## src/rtl/cdb_arbiter_pkg.sv

```systemverilog
// Shared types for the common data bus: the broadcast payload layout and
// small sizing helpers used by the arbiter and its interface.
package cdb_arbiter_pkg;

    localparam int RSV_ID_W = 5;
    localparam int DATA_W   = 32;

    typedef struct packed {
        logic [RSV_ID_W-1:0] id;
        logic [DATA_W-1:0]   data;
    } cdb_t;

    localparam int CDB_W = $bits(cdb_t);

    // Pointer width for n requesters; a single requester still gets one bit.
    function automatic int ptr_w(input int n);
        return (n > 1) ? $clog2(n) : 1;
    endfunction

endpackage

```

## src/rtl/cdb_arbiter_if.sv

```systemverilog
// Bundle between the functional-unit result ports and the CDB arbiter,
// including the broadcast side and the utilisation counter.
interface cdb_arbiter_if
    import cdb_arbiter_pkg::*;
#(
    parameter int N_UNITS = 4,
    parameter int CDB_W   = cdb_arbiter_pkg::CDB_W,
    parameter int CNT_W   = 32
);

    logic                       flush;
    logic [N_UNITS*CDB_W-1:0]   units_cdb;
    logic [N_UNITS-1:0]         units_cdb_valid;
    logic [N_UNITS-1:0]         units_cdb_ready;
    logic [CDB_W-1:0]           cdb;
    logic                       cdb_valid;
    logic [CNT_W-1:0]           cdb_busy_cnt;

    modport master (
        output flush,
        output units_cdb,
        output units_cdb_valid,
        input  units_cdb_ready,
        input  cdb,
        input  cdb_valid,
        input  cdb_busy_cnt
    );

    modport slave (
        input  flush,
        input  units_cdb,
        input  units_cdb_valid,
        output units_cdb_ready,
        output cdb,
        output cdb_valid,
        output cdb_busy_cnt
    );

endinterface

```

## src/rtl/cdb_arbiter_rr_priority_encoder.sv

```systemverilog
// Combinational round-robin find-first: rotate the request vector so the
// pointer lands at bit 0, pick the lowest set bit, then rotate the index back.
module rr_priority_encoder
    import cdb_arbiter_pkg::*;
#(
    parameter int N  = 4,
    parameter int PW = ptr_w(N)
) (
    input  logic [N-1:0]  req,
    input  logic [PW-1:0] ptr,
    output logic [N-1:0]  gnt,
    output logic [PW-1:0] gnt_idx,
    output logic          any
);

    logic [2*N-1:0] req2;
    logic [N-1:0]   rot;
    logic [PW-1:0]  off;
    logic [PW:0]    sum;

    always_comb begin
        req2 = {req, req};
        rot  = N'(req2 >> ptr);
        any  = |rot;
        off  = '0;
        for (int i = N - 1; i >= 0; i--) begin
            if (rot[i]) off = PW'(i);
        end
        // ptr < N and off < N, so a single conditional subtract wraps the sum
        sum = {1'b0, ptr} + {1'b0, off};
        if (sum >= (PW+1)'(N)) sum = sum - (PW+1)'(N);
        gnt_idx = any ? PW'(sum) : '0;
        gnt     = '0;
        for (int i = 0; i < N; i++) begin
            gnt[i] = any && (gnt_idx == PW'(i));
        end
    end

endmodule

```

## src/rtl/cdb_arbiter.sv

```systemverilog
// Round-robin arbiter sharing the single common data bus among the
// functional-unit result ports; the winner is registered onto cdb.
module cdb_arbiter
    import cdb_arbiter_pkg::*;
#(
    parameter int N_UNITS = 4,
    parameter int CNT_W   = 32
) (
    input  logic          clk,
    input  logic          rst,
    cdb_arbiter_if.slave  cdb_bus
);

    localparam int PTR_W = ptr_w(N_UNITS);

    logic [PTR_W-1:0]   rr_ptr;
    logic [PTR_W-1:0]   ptr_next;
    logic [PTR_W-1:0]   gnt_idx_p0;
    logic [N_UNITS-1:0] gnt_p0;
    logic               any_p0;
    logic               fire_p0;
    cdb_t               sel_p0;

    cdb_t               cdb_p1;
    logic               vld_p1;
    logic [CNT_W-1:0]   busy_cnt;

    function automatic logic [CNT_W-1:0] sat_inc(input logic [CNT_W-1:0] v);
        return (&v) ? v : v + CNT_W'(1);
    endfunction

    rr_priority_encoder #(
        .N  (N_UNITS),
        .PW (PTR_W)
    ) u_enc (
        .req     (cdb_bus.units_cdb_valid),
        .ptr     (rr_ptr),
        .gnt     (gnt_p0),
        .gnt_idx (gnt_idx_p0),
        .any     (any_p0)
    );

    // Grant stage: flush and reset both suppress the grant outright
    assign fire_p0                 = any_p0 & ~cdb_bus.flush & ~rst;
    assign cdb_bus.units_cdb_ready = fire_p0 ? gnt_p0 : '0;

    always_comb begin
        sel_p0 = '0;
        for (int i = 0; i < N_UNITS; i++) begin
            if (gnt_p0[i]) sel_p0 = sel_p0 | cdb_t'(cdb_bus.units_cdb[i*CDB_W +: CDB_W]);
        end
    end

    always_comb begin
        if (gnt_idx_p0 == PTR_W'(N_UNITS - 1)) ptr_next = '0;
        else                                   ptr_next = gnt_idx_p0 + PTR_W'(1);
    end

    always_ff @(posedge clk or posedge rst) begin
        if (rst)          rr_ptr <= '0;
        else if (fire_p0) rr_ptr <= ptr_next;
    end

    // Broadcast stage: cdb is zeroed on idle cycles so tag compares need no gating
    always_ff @(posedge clk or posedge rst) begin
        if (rst) begin
            vld_p1 <= 1'b0;
            cdb_p1 <= '0;
        end else begin
            vld_p1 <= fire_p0;
            cdb_p1 <= fire_p0 ? sel_p0 : '0;
        end
    end

    always_ff @(posedge clk or posedge rst) begin
        if (rst)         busy_cnt <= '0;
        else if (vld_p1) busy_cnt <= sat_inc(busy_cnt);
    end

    assign cdb_bus.cdb          = cdb_p1;
    assign cdb_bus.cdb_valid    = vld_p1;
    assign cdb_bus.cdb_busy_cnt = busy_cnt;

    a_ready_onehot: assert property (@(posedge clk) disable iff (rst)
        $onehot0(cdb_bus.units_cdb_ready));

    a_ready_needs_valid: assert property (@(posedge clk) disable iff (rst)
        (cdb_bus.units_cdb_ready & ~cdb_bus.units_cdb_valid) == '0);

endmodule

```

## src/flat_wrapper.sv

```systemverilog
// flat-port wrapper written by rule: the top's interface ports become plain ports
module cdb_arbiter_flat import cdb_arbiter_pkg::*;
#(
    parameter int N_UNITS = 4,
    parameter int CNT_W   = 32
)
  (clk, rst, cdb_bus_flush, cdb_bus_units_cdb, cdb_bus_units_cdb_valid, cdb_bus_units_cdb_ready, cdb_bus_cdb, cdb_bus_cdb_valid, cdb_bus_cdb_busy_cnt);
  cdb_arbiter_if #(.N_UNITS(N_UNITS), .CDB_W(CDB_W), .CNT_W(CNT_W)) cdb_bus_i ();
  input  logic clk;
  input  logic rst;
  input wire logic [$bits(cdb_bus_i.flush)-1:0] cdb_bus_flush;
  input wire logic [$bits(cdb_bus_i.units_cdb)-1:0] cdb_bus_units_cdb;
  input wire logic [$bits(cdb_bus_i.units_cdb_valid)-1:0] cdb_bus_units_cdb_valid;
  output wire logic [$bits(cdb_bus_i.units_cdb_ready)-1:0] cdb_bus_units_cdb_ready;
  output wire logic [$bits(cdb_bus_i.cdb)-1:0] cdb_bus_cdb;
  output wire logic [$bits(cdb_bus_i.cdb_valid)-1:0] cdb_bus_cdb_valid;
  output wire logic [$bits(cdb_bus_i.cdb_busy_cnt)-1:0] cdb_bus_cdb_busy_cnt;
  assign cdb_bus_i.flush = cdb_bus_flush;
  assign cdb_bus_i.units_cdb = cdb_bus_units_cdb;
  assign cdb_bus_i.units_cdb_valid = cdb_bus_units_cdb_valid;
  assign cdb_bus_units_cdb_ready = cdb_bus_i.units_cdb_ready;
  assign cdb_bus_cdb = cdb_bus_i.cdb;
  assign cdb_bus_cdb_valid = cdb_bus_i.cdb_valid;
  assign cdb_bus_cdb_busy_cnt = cdb_bus_i.cdb_busy_cnt;
  cdb_arbiter #(.N_UNITS(N_UNITS), .CNT_W(CNT_W)) u_core (.clk(clk), .rst(rst), .cdb_bus(cdb_bus_i));
endmodule
```

## config.mk

```make
export PLATFORM = sky130hd
export DESIGN_NAME = cdb_arbiter_flat
export DESIGN_NICKNAME = d
export VERILOG_FILES = /design/src/rtl/cdb_arbiter_pkg.sv /design/src/rtl/cdb_arbiter_if.sv /design/src/rtl/cdb_arbiter_rr_priority_encoder.sv /design/src/rtl/cdb_arbiter.sv /design/src/flat_wrapper.sv
export SDC_FILE = /design/constraint.sdc
export NUM_CORES = 1
export LEC_CHECK = 0
export BUFFER_PORTS_ARGS = -buffer_cell sky130_fd_sc_hd__buf_2
export CORE_ASPECT_RATIO = 1.75
export CORE_MARGIN = 2
export CORE_UTILIZATION = 43
export DETAILED_ROUTE_END_ITERATION = 6
export MAX_ROUTING_LAYER = met4
export PLACE_DENSITY = 0.9
export SLEW_MARGIN = 20
export SYNTH_ARGS = -nofsm -noshare
export SYNTH_HDL_FRONTEND = slang
export SYNTH_HIERARCHICAL = 1
export SYNTH_SLANG_ARGS = --single-unit
```

## constraint.sdc

```tcl
create_clock -name clk -period 3.75 [get_ports clk]
set_input_delay 0.1875 -clock clk [delete_from_list [all_inputs] [get_ports clk]]
set_output_delay 0.1875 -clock clk [all_outputs]
set_load 0.05 [all_outputs]
```

-- After elaboration in Yosys (flattened, before gate mapping)
Index checks and enable logic that the tools add are counted.
- input port bits: 155
- word-level logic and storage cells: 43
- register bits after elaboration: 72
- bitwise operators: 8
- muxes and demuxes: 13
- shift operators: 1
- eq/ne operators: 3
- reduce and logical (&&, ||, !) cells: 8
- magnitude comparators: 1
- add/subtract/negate cells: 4
- operator list (operator ; count):
    two-way mux 37 bit ; 5
    bitwise OR 37 bit ; 3
    adder 32 x 1 -> 32 bit, second input constant ; 1
    AND reduction 32 bit ; 1
    two-way mux 2 bit ; 7
    >> shifter 8 x 2 -> 4 bit ; 1
    equality test 2 bit, second input constant ; 2
    logical AND 1 bit ; 4
    two-way mux 4 bit ; 1
    OR reduction 4 bit ; 1
    adder 2 x 2 -> 3 bit ; 1
    greater-or-equal comparator 3 bit, second input constant ; 1
    NOT 1 bit ; 3
    adder 2 x 1 -> 2 bit, second input constant ; 1
    bitwise AND 1 bit ; 2
    equality test 2 x 1 -> 1 bit, second input constant ; 1
    zero test 2 bit ; 1
    AND reduction 2 bit ; 1
    subtractor 2 x 1 -> 2 bit, second input constant ; 1

-- Longest topological paths before layout
Gate-level depths: netlist of the first run.
- depth after elaboration: 19
- gate-level depth with buffers: 13
- depth with buffers taken out: 10

-- Hierarchy
Netlist of the first run, hierarchy kept.
- by module, submodules not included (module ; area an instance (um^2) ; cells each ; instances ; sequential area each (um^2)):
    cdb_arbiter ; 3464.6 ; 333 ; 1 ; 1801.7
    rr_priority_encoder ; 246.5 ; 38 ; 1 ; 0.0

-- Least setup slack after synthesis of the first run
No wires, ideal clock.
- kind: register -> output
- start point: register u_core.rr_ptr[0]
- end point: output port cdb_bus_units_cdb_ready[0]
- buffers on the path: 3
- path slack: 0.698 ns
- required time: 3.562 ns
- cell stages (with the launch flop): 12
- arrival: 2.865 ns
- cell sequence: dfrtp_1 -> buf_6 -> or4_1 -> o21ai_0 -> a211o_1 -> ha_1 -> nor2_1 -> nand2_1 -> o22ai_1 -> clkbuf_1 -> buf_1 -> and3_1
- word-level cells in the longest chain between the ends: 12
- elaborated cells on any way between the ends: 16
- classes of those cells: add/sub: 2; order compare: 1; shift: 1; mux: 7; bitwise: 2; reduce/logical: 3
- RTL lines (what ; RTL line ; source):
    from (decl) ; cdb_arbiter.sv:16 ; logic [PTR_W-1:0] rr_ptr;
    from (signal assigned) ; cdb_arbiter.sv:61 ; else if (fire_p0) rr_ptr <= ptr_next;
    >> shifter 8 x 2 -> 4 bit ; cdb_arbiter_rr_priority_encoder.sv:23 ; rot = N'(req2 >> ptr);
    two-way mux 2 bit (4 in a row) ; cdb_arbiter_rr_priority_encoder.sv:27 ; if (rot[i]) off = PW'(i);
    adder 2 x 2 -> 3 bit ; cdb_arbiter_rr_priority_encoder.sv:30 ; sum = {1'b0, ptr} + {1'b0, off};
    greater-or-equal comparator 3 bit / subtractor 2 x 1 -> 2 bit (equally long branches) ; cdb_arbiter_rr_priority_encoder.sv:31 ; if (sum >= (PW+1)'(N)) sum = sum - (PW+1)'(N);
    two-way mux 2 bit ; cdb_arbiter_rr_priority_encoder.sv:31 ;
    two-way mux 2 bit ; cdb_arbiter_rr_priority_encoder.sv:32 ; gnt_idx = any ? PW'(sum) : '0;
    zero test 2 bit ; cdb_arbiter_rr_priority_encoder.sv:35 ; gnt[i] = any && (gnt_idx == PW'(i));
    logical AND 1 bit (*) ; cdb_arbiter_rr_priority_encoder.sv:35 ;
    via u_core.gnt_p0[0] ; cdb_arbiter.sv:19 ; logic [N_UNITS-1:0] gnt_p0;
    two-way mux 4 bit (*) ; cdb_arbiter.sv:45 ; assign cdb_bus.units_cdb_ready = fire_p0 ? gnt_p0 : '0;
    to (decl) ; flat_wrapper.sv:14 ; output wire logic [$bits(cdb_bus_i.units_cdb_ready)-1:0] cdb_bus_units_cdb_ready;
The timed path passes the listed nets; every way through them passes the cells marked *.

-- Worst setup path after layout of the first run
- start point: register u_core.rr_ptr[0]
- end point: output port cdb_bus_units_cdb_ready[3]
- word-level cells in the longest chain between the ends: 12
- elaborated cells on any way between the ends: 16
- classes of those cells: add/sub: 2; order compare: 1; eq/ne: 1; shift: 1; mux: 7; bitwise: 2; reduce/logical: 2
- RTL lines (what ; RTL line):
    >> shifter 8 x 2 -> 4 bit ; cdb_arbiter_rr_priority_encoder.sv:23
    two-way mux 2 bit (4 in a row) ; cdb_arbiter_rr_priority_encoder.sv:27
    adder 2 x 2 -> 3 bit ; cdb_arbiter_rr_priority_encoder.sv:30
    greater-or-equal comparator 3 bit / subtractor 2 x 1 -> 2 bit (equally long branches) ; cdb_arbiter_rr_priority_encoder.sv:31
    two-way mux 2 bit ; cdb_arbiter_rr_priority_encoder.sv:31
    two-way mux 2 bit ; cdb_arbiter_rr_priority_encoder.sv:32
    equality test 2 bit ; cdb_arbiter_rr_priority_encoder.sv:35
    logical AND 1 bit (*) ; cdb_arbiter_rr_priority_encoder.sv:35
    via u_core.gnt_p0[3] ; cdb_arbiter.sv:19
    two-way mux 4 bit (*) ; cdb_arbiter.sv:45
Marked as above.

==> flow_summary.yaml, run 1 <==
die:
  num_io_pins: 229
  dieWidth_um: 74.2
  row_count: 44
  coreArea_um2: 8370
  die_area_um2: 9420
  die_h_um: 127
  start_util_pct: 44.3
setup_path:
  cp_max_fo: 17
  arrival_ns: 3.14
  rrSetupSlack_ns: 0.68
  required_ns: 3.56
  endpoint_kind: "output pin"
  criticalPathCategory: "reg -> out"
  cp-start-kind: "flop"
yosys:
  yosysUniqueCellTypes: 44
  synth_seq_cells: 72
  ys.flop_type: "dfrtp_1"
  synth_cells: 371
  seq_area_frac_synth_pct: 48.6
  netlist_top_cells_area: "dfrtp_1, a22oi_1, a21oi_1, xnor2_1, nand2_1"
  yosys_warnings: 6
  syn-cell-area_um2: 3710
  postSynthAreaPerCell_um2: 10.0
  synthArstFlopShare_pct: 100
  synth_area_leader_cell: "dfrtp_1"
  synth_edf_count: 0
  postSynthNetCount: 529
  synth_top_area_share_pct: 48.6
global_route:
  grt_pass1_vias: 4183
  grt_pass1_wl_mm: 19.5
  overflow: 0
  antenna_found_initial: 0
  grt_max_degree: 39
  grt.total_usage_pct: 27.8
timing:
  hold_viol: 0
  tns_ns: 0
  finalClockSkew_ns: 0.00541
  tightest_slew_ns: 0.779
  drv_slew: 0
  setup_viol_count_final: 0
  fin_crit_sh_pct: 88.7
  hold_ws_ns: 0.0195
  rsz0062_at_grt: "no"
  period_needed_ns: 3.33
  fmax_ghz: 0.301
  slew_headroom_pct: 48.0
clock_tree:
  clock-sinks: 72
  clkSlewWorstSetupHoldPaths_ns: 0.05
  holdBufCountCts: 0
  cts_setup_buffers: 0
  clockBufferDepth: 2
  cts_root_buf: "clkbuf_16"
  clock_latency_ns: 0.32
  cts_resized: 0
  cts_max_level: 3
  cts_tree: "yes"
  numCtsBuffers: 9
route:
  drt_iter0_drc: 276
  post_drt_wl_per_cell_um: 17.9
  viasPerCell: 5.77
  drc: 0
  highest_layer: "met4"
  wl_mm: 12.8
  wl_met2_mm: 6.64
  drt_first_pass_iters: 5
  route.met3.wl_mm: 1.05
  vias: 4125
  ant_nets: 0
  wl_met1_mm: 4.68
run_status:
  outcome: "finished clean"
finish:
  drive_above_1_share_pct: 44.5
  diodes: 0
  multiInputGateArea_um2: 1820
  area_growth_pct: 42.9
  layout.nets: 754
  fillers: 721
  seq_area_um2: 1800
pwr:
  power_switching_share_pct: 46.4
  switchingPower_mw: 1.88
  ir_drop_uv: 379
  pwr-share-seq_pct: 25.6
  p_per_area_nw_per_um2: 763
  intPower_mw: 2.17
  p_comb_share_pct: 53.1
  p_clk_share_pct: 21.4
  leakage_nw: 2.71
flow_run:
  drv_cap: 0
placed_design:
  gp_congestion: 0.933
  numPortBuffers: 228
  hpwlAfterDp_mm: 9.81
min_path:
  hp-class: "in -> async"
[path summary, 6_finish.rpt]
check | cells after the start | start | end
hold reg to reg | 1 | u_core/cdb_bus.cdb_busy_cnt[30]$_DFFE_PP0P_ | u_core/cdb_bus.cdb_busy_cnt[30]$_DFFE_PP0P_
setup / recovery | 8 | u_core/rr_ptr[0]$_DFFE_PP0P_ | cdb_bus_units_cdb_ready[3]
min in group clk | 3 | cdb_bus_units_cdb[127] | u_core/cdb_bus.cdb[16]$_DFF_PP0_
max in group asynchronous | 3 | rst | u_core/cdb_bus.cdb_busy_cnt[10]$_DFFE_PP0P_
setup reg to reg | 9 | u_core/rr_ptr[0]$_DFFE_PP0P_ | u_core/cdb_bus.cdb[24]$_DFF_PP0_
hold / removal | 2 | rst | u_core/rr_ptr[0]$_DFFE_PP0P_
[area by class of cell]
class	count	share of cell area [%]
timing repair buffer	236	22.7
multi-input combinational	270	34.3
clock inverter	2	0.708
tap	115	2.71
clock buffer	13	5.10
inverter	7	0.496
sequential	72	34.0
[critical path, cell delays in order (launching register included)]
cell	delay (ns)
dfrtp_1	0.50
or4_1	0.53
o21ai_0	0.09
a211o_1	0.13
ha_1	0.25
nand4_1	0.28
a21boi_4	0.54
and3_1	0.23
buf_2	0.26
[flip-flops by register name, summed over array words and instances (netlist names)]
| signal | flops |
|---|---|
| u_core/cdb_bus.cdb | 37 |
| u_core/cdb_bus.cdb_busy_cnt | 32 |
| u_core/rr_ptr | 2 |
| u_core/cdb_bus.cdb_valid | 1 |
[synthesized netlist by cell type, drive strengths merged, types with 2 or more instances]
| library cell | count |
|---|---|
| a211o | 2 |
| a21oi | 41 |
| a22oi | 74 |
| and2 | 3 |
| and3 | 8 |
| and4 | 3 |
| buf | 7 |
| clkbuf | 15 |
| dfrtp | 72 |
| ha | 3 |
| inv | 7 |
| mux2 | 3 |
| nand2 | 26 |
| nand3 | 13 |
| nand3b | 2 |
| nand4 | 16 |
| nor2 | 14 |
| nor3 | 6 |
| nor4 | 4 |
| o21ai | 4 |
| o22ai | 2 |
| or4 | 3 |
| xnor2 | 20 |
| xor2 | 8 |
[power groups by stage]
stage               Sequential [mW]  Combinational (mW)  Clock, mW
finish                         1.03                2.15      0.864
global route                   1.06                2.30      0.924
CTS                            1.03                2.14      0.886
detailed placement             1.05                2.13          0
global placement               1.04                2.06          0
floorplan                      1.54                1.02          0
[layer usage]
metal / global-route usage [%] / vias up
met5: - / -
met4: 13.1 / 0
met3: 6.43 / 43
met2: 46.1 / 251
met1: 31.0 / 1967
li1: - / 1864
[cell usage in the layout, fill, tap and decap left out, types with 2 or more instances in the layout]
master	count
mux2_2	3
xnor2_1	20
and3_1	8
nor2_1	14
dfrtp_1	72
buf_2	228
nand3b_1	2
o21ai_0	4
a21oi_1	38
buf_4	8
nand4_1	15
nor4_1	4
and2_1	3
inv_1	6
clkbuf_16	9
nand2_1	26
xor2_1	8
nand3_1	13
clkbuf_8	3
nor3_1	6
a22oi_1	74
or4_1	2
a21oi_2	2
and4_1	3
ha_1	3
[through the flow]
step / cell area (um2) / power, mW / instances / setup slack (ns) / util [%]
5_1_grt: 5300 / 4.28 / 715 / 0.191 / 63.4
3_5_place_dp: 4990 / 3.18 / 700 / 0.706 / 59.7
2_1_floorplan: 3710 / 2.56 / 371 / 0.698 / -
4_1_cts: 5300 / 4.06 / 715 / 0.420 / 63.4
6_report: 5300 / 4.04 / 715 / 0.423 / 63.4
3_3_place_gp: 4990 / 3.10 / 700 / 0.887 / 59.7
[kinds of logic (layout without fill, tap and decap cells)]
kind of cell             after synthesis  count (layout)  synth area share (%)
adder cells (fa/ha/maj)                3               3                  1.01
flip-flops                            72              72                  48.6
multiplexers                           4               4                  1.18
AND/OR/NAND/NOR                      105             105                  15.3
AO/OA/AOI/OAI                        130             130                  24.0
buffers and inverters                 29             258                  3.34
XOR/XNOR                              28              28                  6.61
Note: power is estimated with default switching activity, not from simulation.
==> inputs of run 2 (changes only) <==
- GPL_TIMING_DRIVEN: not set -> 0
==> run 2 against run 1 <==
Net effect:
- wire length shrank 2.8%
- clock power fell by 1%
- largest cell class is now flip-flops and latches
- critical endpoint is now cdb_bus_units_cdb_ready[0]
- critical path type unchanged
- register-to-register slack worse by 0.22 ns
- critical path depth grew 4
- power fell by 0.70%
- setup slack got worse by 0.16 ns
- die area unchanged
==> flow_summary.yaml, run 2 (synthesized netlist as in run 1, its figures left out) <==
run_status:
  outcome: "finished clean"
timing:
  hold_viol: 0
  rsz0062_at_grt: "no"
  fin_crit_sh_pct: 92.9
  tns_ns: 0
  slew_headroom_pct: 48.5
  tightest_slew_ns: 0.766
  finalClockSkew_ns: 0.00814
  drv_slew: 0
  hold_ws_ns: 0.148
  period_needed_ns: 3.48
  fmax_ghz: 0.287
  setup_viol_count_final: 0
finish:
  diodes: 0
  layout.nets: 768
  layout_common_cells: "buf_2, a22oi_1, dfrtp_1"
  largest_register_ffs: 37
  final_common_cell: "buf_2"
  area_growth_pct: 43.9
  drive_above_1_share_pct: 43.7
global_route:
  grt_pass1_wl_mm: 19.6
  overflow: 0
  grt_pass1_vias: 4043
  grt_max_degree: 47
  antenna_found_initial: 0
  grt.total_usage_pct: 27.6
setup_path:
  cp-start-kind: "flop"
  criticalPathCategory: "reg -> out"
  cp_max_fo: 10
  endpoint_kind: "output pin"
  required_ns: 3.56
  arrival_ns: 3.29
route:
  ant_nets: 0
  drt_iter0_drc: 336
  drt_first_pass_iters: 7
  vias: 4121
  post_drt_wl_per_cell_um: 17.1
  drc: 0
  viasPerCell: 5.65
  wl_mm: 12.5
clock_tree:
  cts_setup_buffers: 0
  numCtsBuffers: 9
  cts_root_buf: "clkbuf_16"
  clkSlewWorstSetupHoldPaths_ns: 0.05
  clock-sinks: 72
  cts_max_level: 3
  clock_latency_ns: 0.33
  clockBufferDepth: 2
  cts_tree: "yes"
die:
  die_area_um2: 9420
  coreArea_um2: 8370
  start_util_pct: 44.3
  num_io_pins: 229
  die_h_um: 127
  row_count: 44
  dieWidth_um: 74.2
pwr:
  ir_drop_uv: 521
  p_per_area_nw_per_um2: 752
  leakage_nw: 2.73
placed_design:
  numPortBuffers: 228
  gp_congestion: 0.943
  hpwlAfterDp_mm: 9.76
min_path:
  hp-class: "in -> reg"
flow_run:
  drv_cap: 0
[run 2: cell count changes in the layout (fill, tap and decap cells not counted), sizes merged]
cell and change:
buf -3, clkinvlp +1, clkinv +2, inv +1, clkbuf +13, dlygate4sd3 +1
[run 2: layer usage]
| layer | global-route usage, % | wire length [um] | vias to the layer above |
|---|---|---|---|
| met5 | - | 0 | - |
| met1 | 31.9 | 4510 | 1941 |
| met4 | 12.2 | 353 | 0 |
| met2 | 45.7 | 6630 | 255 |
| li1 | - | - | 1890 |
| met3 | 5.48 | 971 | 35 |
[run 2: path summary, 6_finish.rpt]
| kind | start | to | slack [ns] | cells past startpoint |
|---|---|---|---|---|
| worst min register to register | u_core/cdb_bus.cdb_busy_cnt[30]$_DFFE_PP0P_ | u_core/cdb_bus.cdb_busy_cnt[30]$_DFFE_PP0P_ | 0.50 | 1 |
| worst max register to register | u_core/rr_ptr[0]$_DFFE_PP0P_ | u_core/cdb_bus.cdb[17]$_DFF_PP0_ | 0.46 | 11 |
| worst max-delay path | u_core/rr_ptr[0]$_DFFE_PP0P_ | cdb_bus_units_cdb_ready[0] | 0.27 | 12 |
| min in group asynchronous | rst | u_core/cdb_bus.cdb[10]$_DFF_PP0_ | 0.40 | 3 |
| max in group asynchronous | rst | u_core/cdb_bus.cdb_busy_cnt[25]$_DFFE_PP0P_ | 2.80 | 4 |
| worst min-delay path | cdb_bus_units_cdb[146] | u_core/cdb_bus.cdb[35]$_DFF_PP0_ | 0.15 | 3 |
[run 2: final cells by class]
| cell class | instances | area (um2) |
|---|---|---|
| timing repair buffer | 230 | 1170 |
| clock inverter | 6 | 67.6 |
| clock buffer | 10 | 239 |
| buffer | 20 | 97.6 |
| tap | 115 | 144 |
| fill | 682 | 3030 |
| inverter | 7 | 28.8 |
| multi-input combinational | 270 | 1790 |
| sequential | 72 | 1800 |
[run 2: repair_timing]
item,CTS,global route
cloned,0,0
hold endpoints to repair,26,0
resized for setup,2,7
pin swaps,0,0
hold buffers,1,0
endpoints found under the setup margin,2,4
[run 2: power by group]
group          internal [mW]  switching, mW
Clock                  0.535          0.319
Combinational          0.660           1.48
Sequential             0.928         0.0923
[run 2: per-stage QoR]
step	setup WS, ns	cells	total power [mW]	area [um2]	utilization, %
after floorplan	0.698	371	2.56	3710	-
after global placement	0.355	714	3.06	5000	59.7
after detailed placement	0.320	715	3.14	5020	60.0
after CTS	0.00571	732	4.01	5340	63.8
after global routing	0.0633	730	4.27	5340	63.8
final	0.268	730	4.02	5340	63.8
[run 2: critical path, cell delays in order (launching register included)]
cell	delay (ns)
dfrtp_1	0.41
buf_6	0.16
or4_1	0.50
o21ai_0	0.09
a211o_1	0.13
ha_1	0.30
nor2_1	0.13
nand2_1	0.07
o22ai_1	0.19
clkbuf_2	0.28
clkbuf_2	0.26
and3_1	0.18
buf_2	0.26
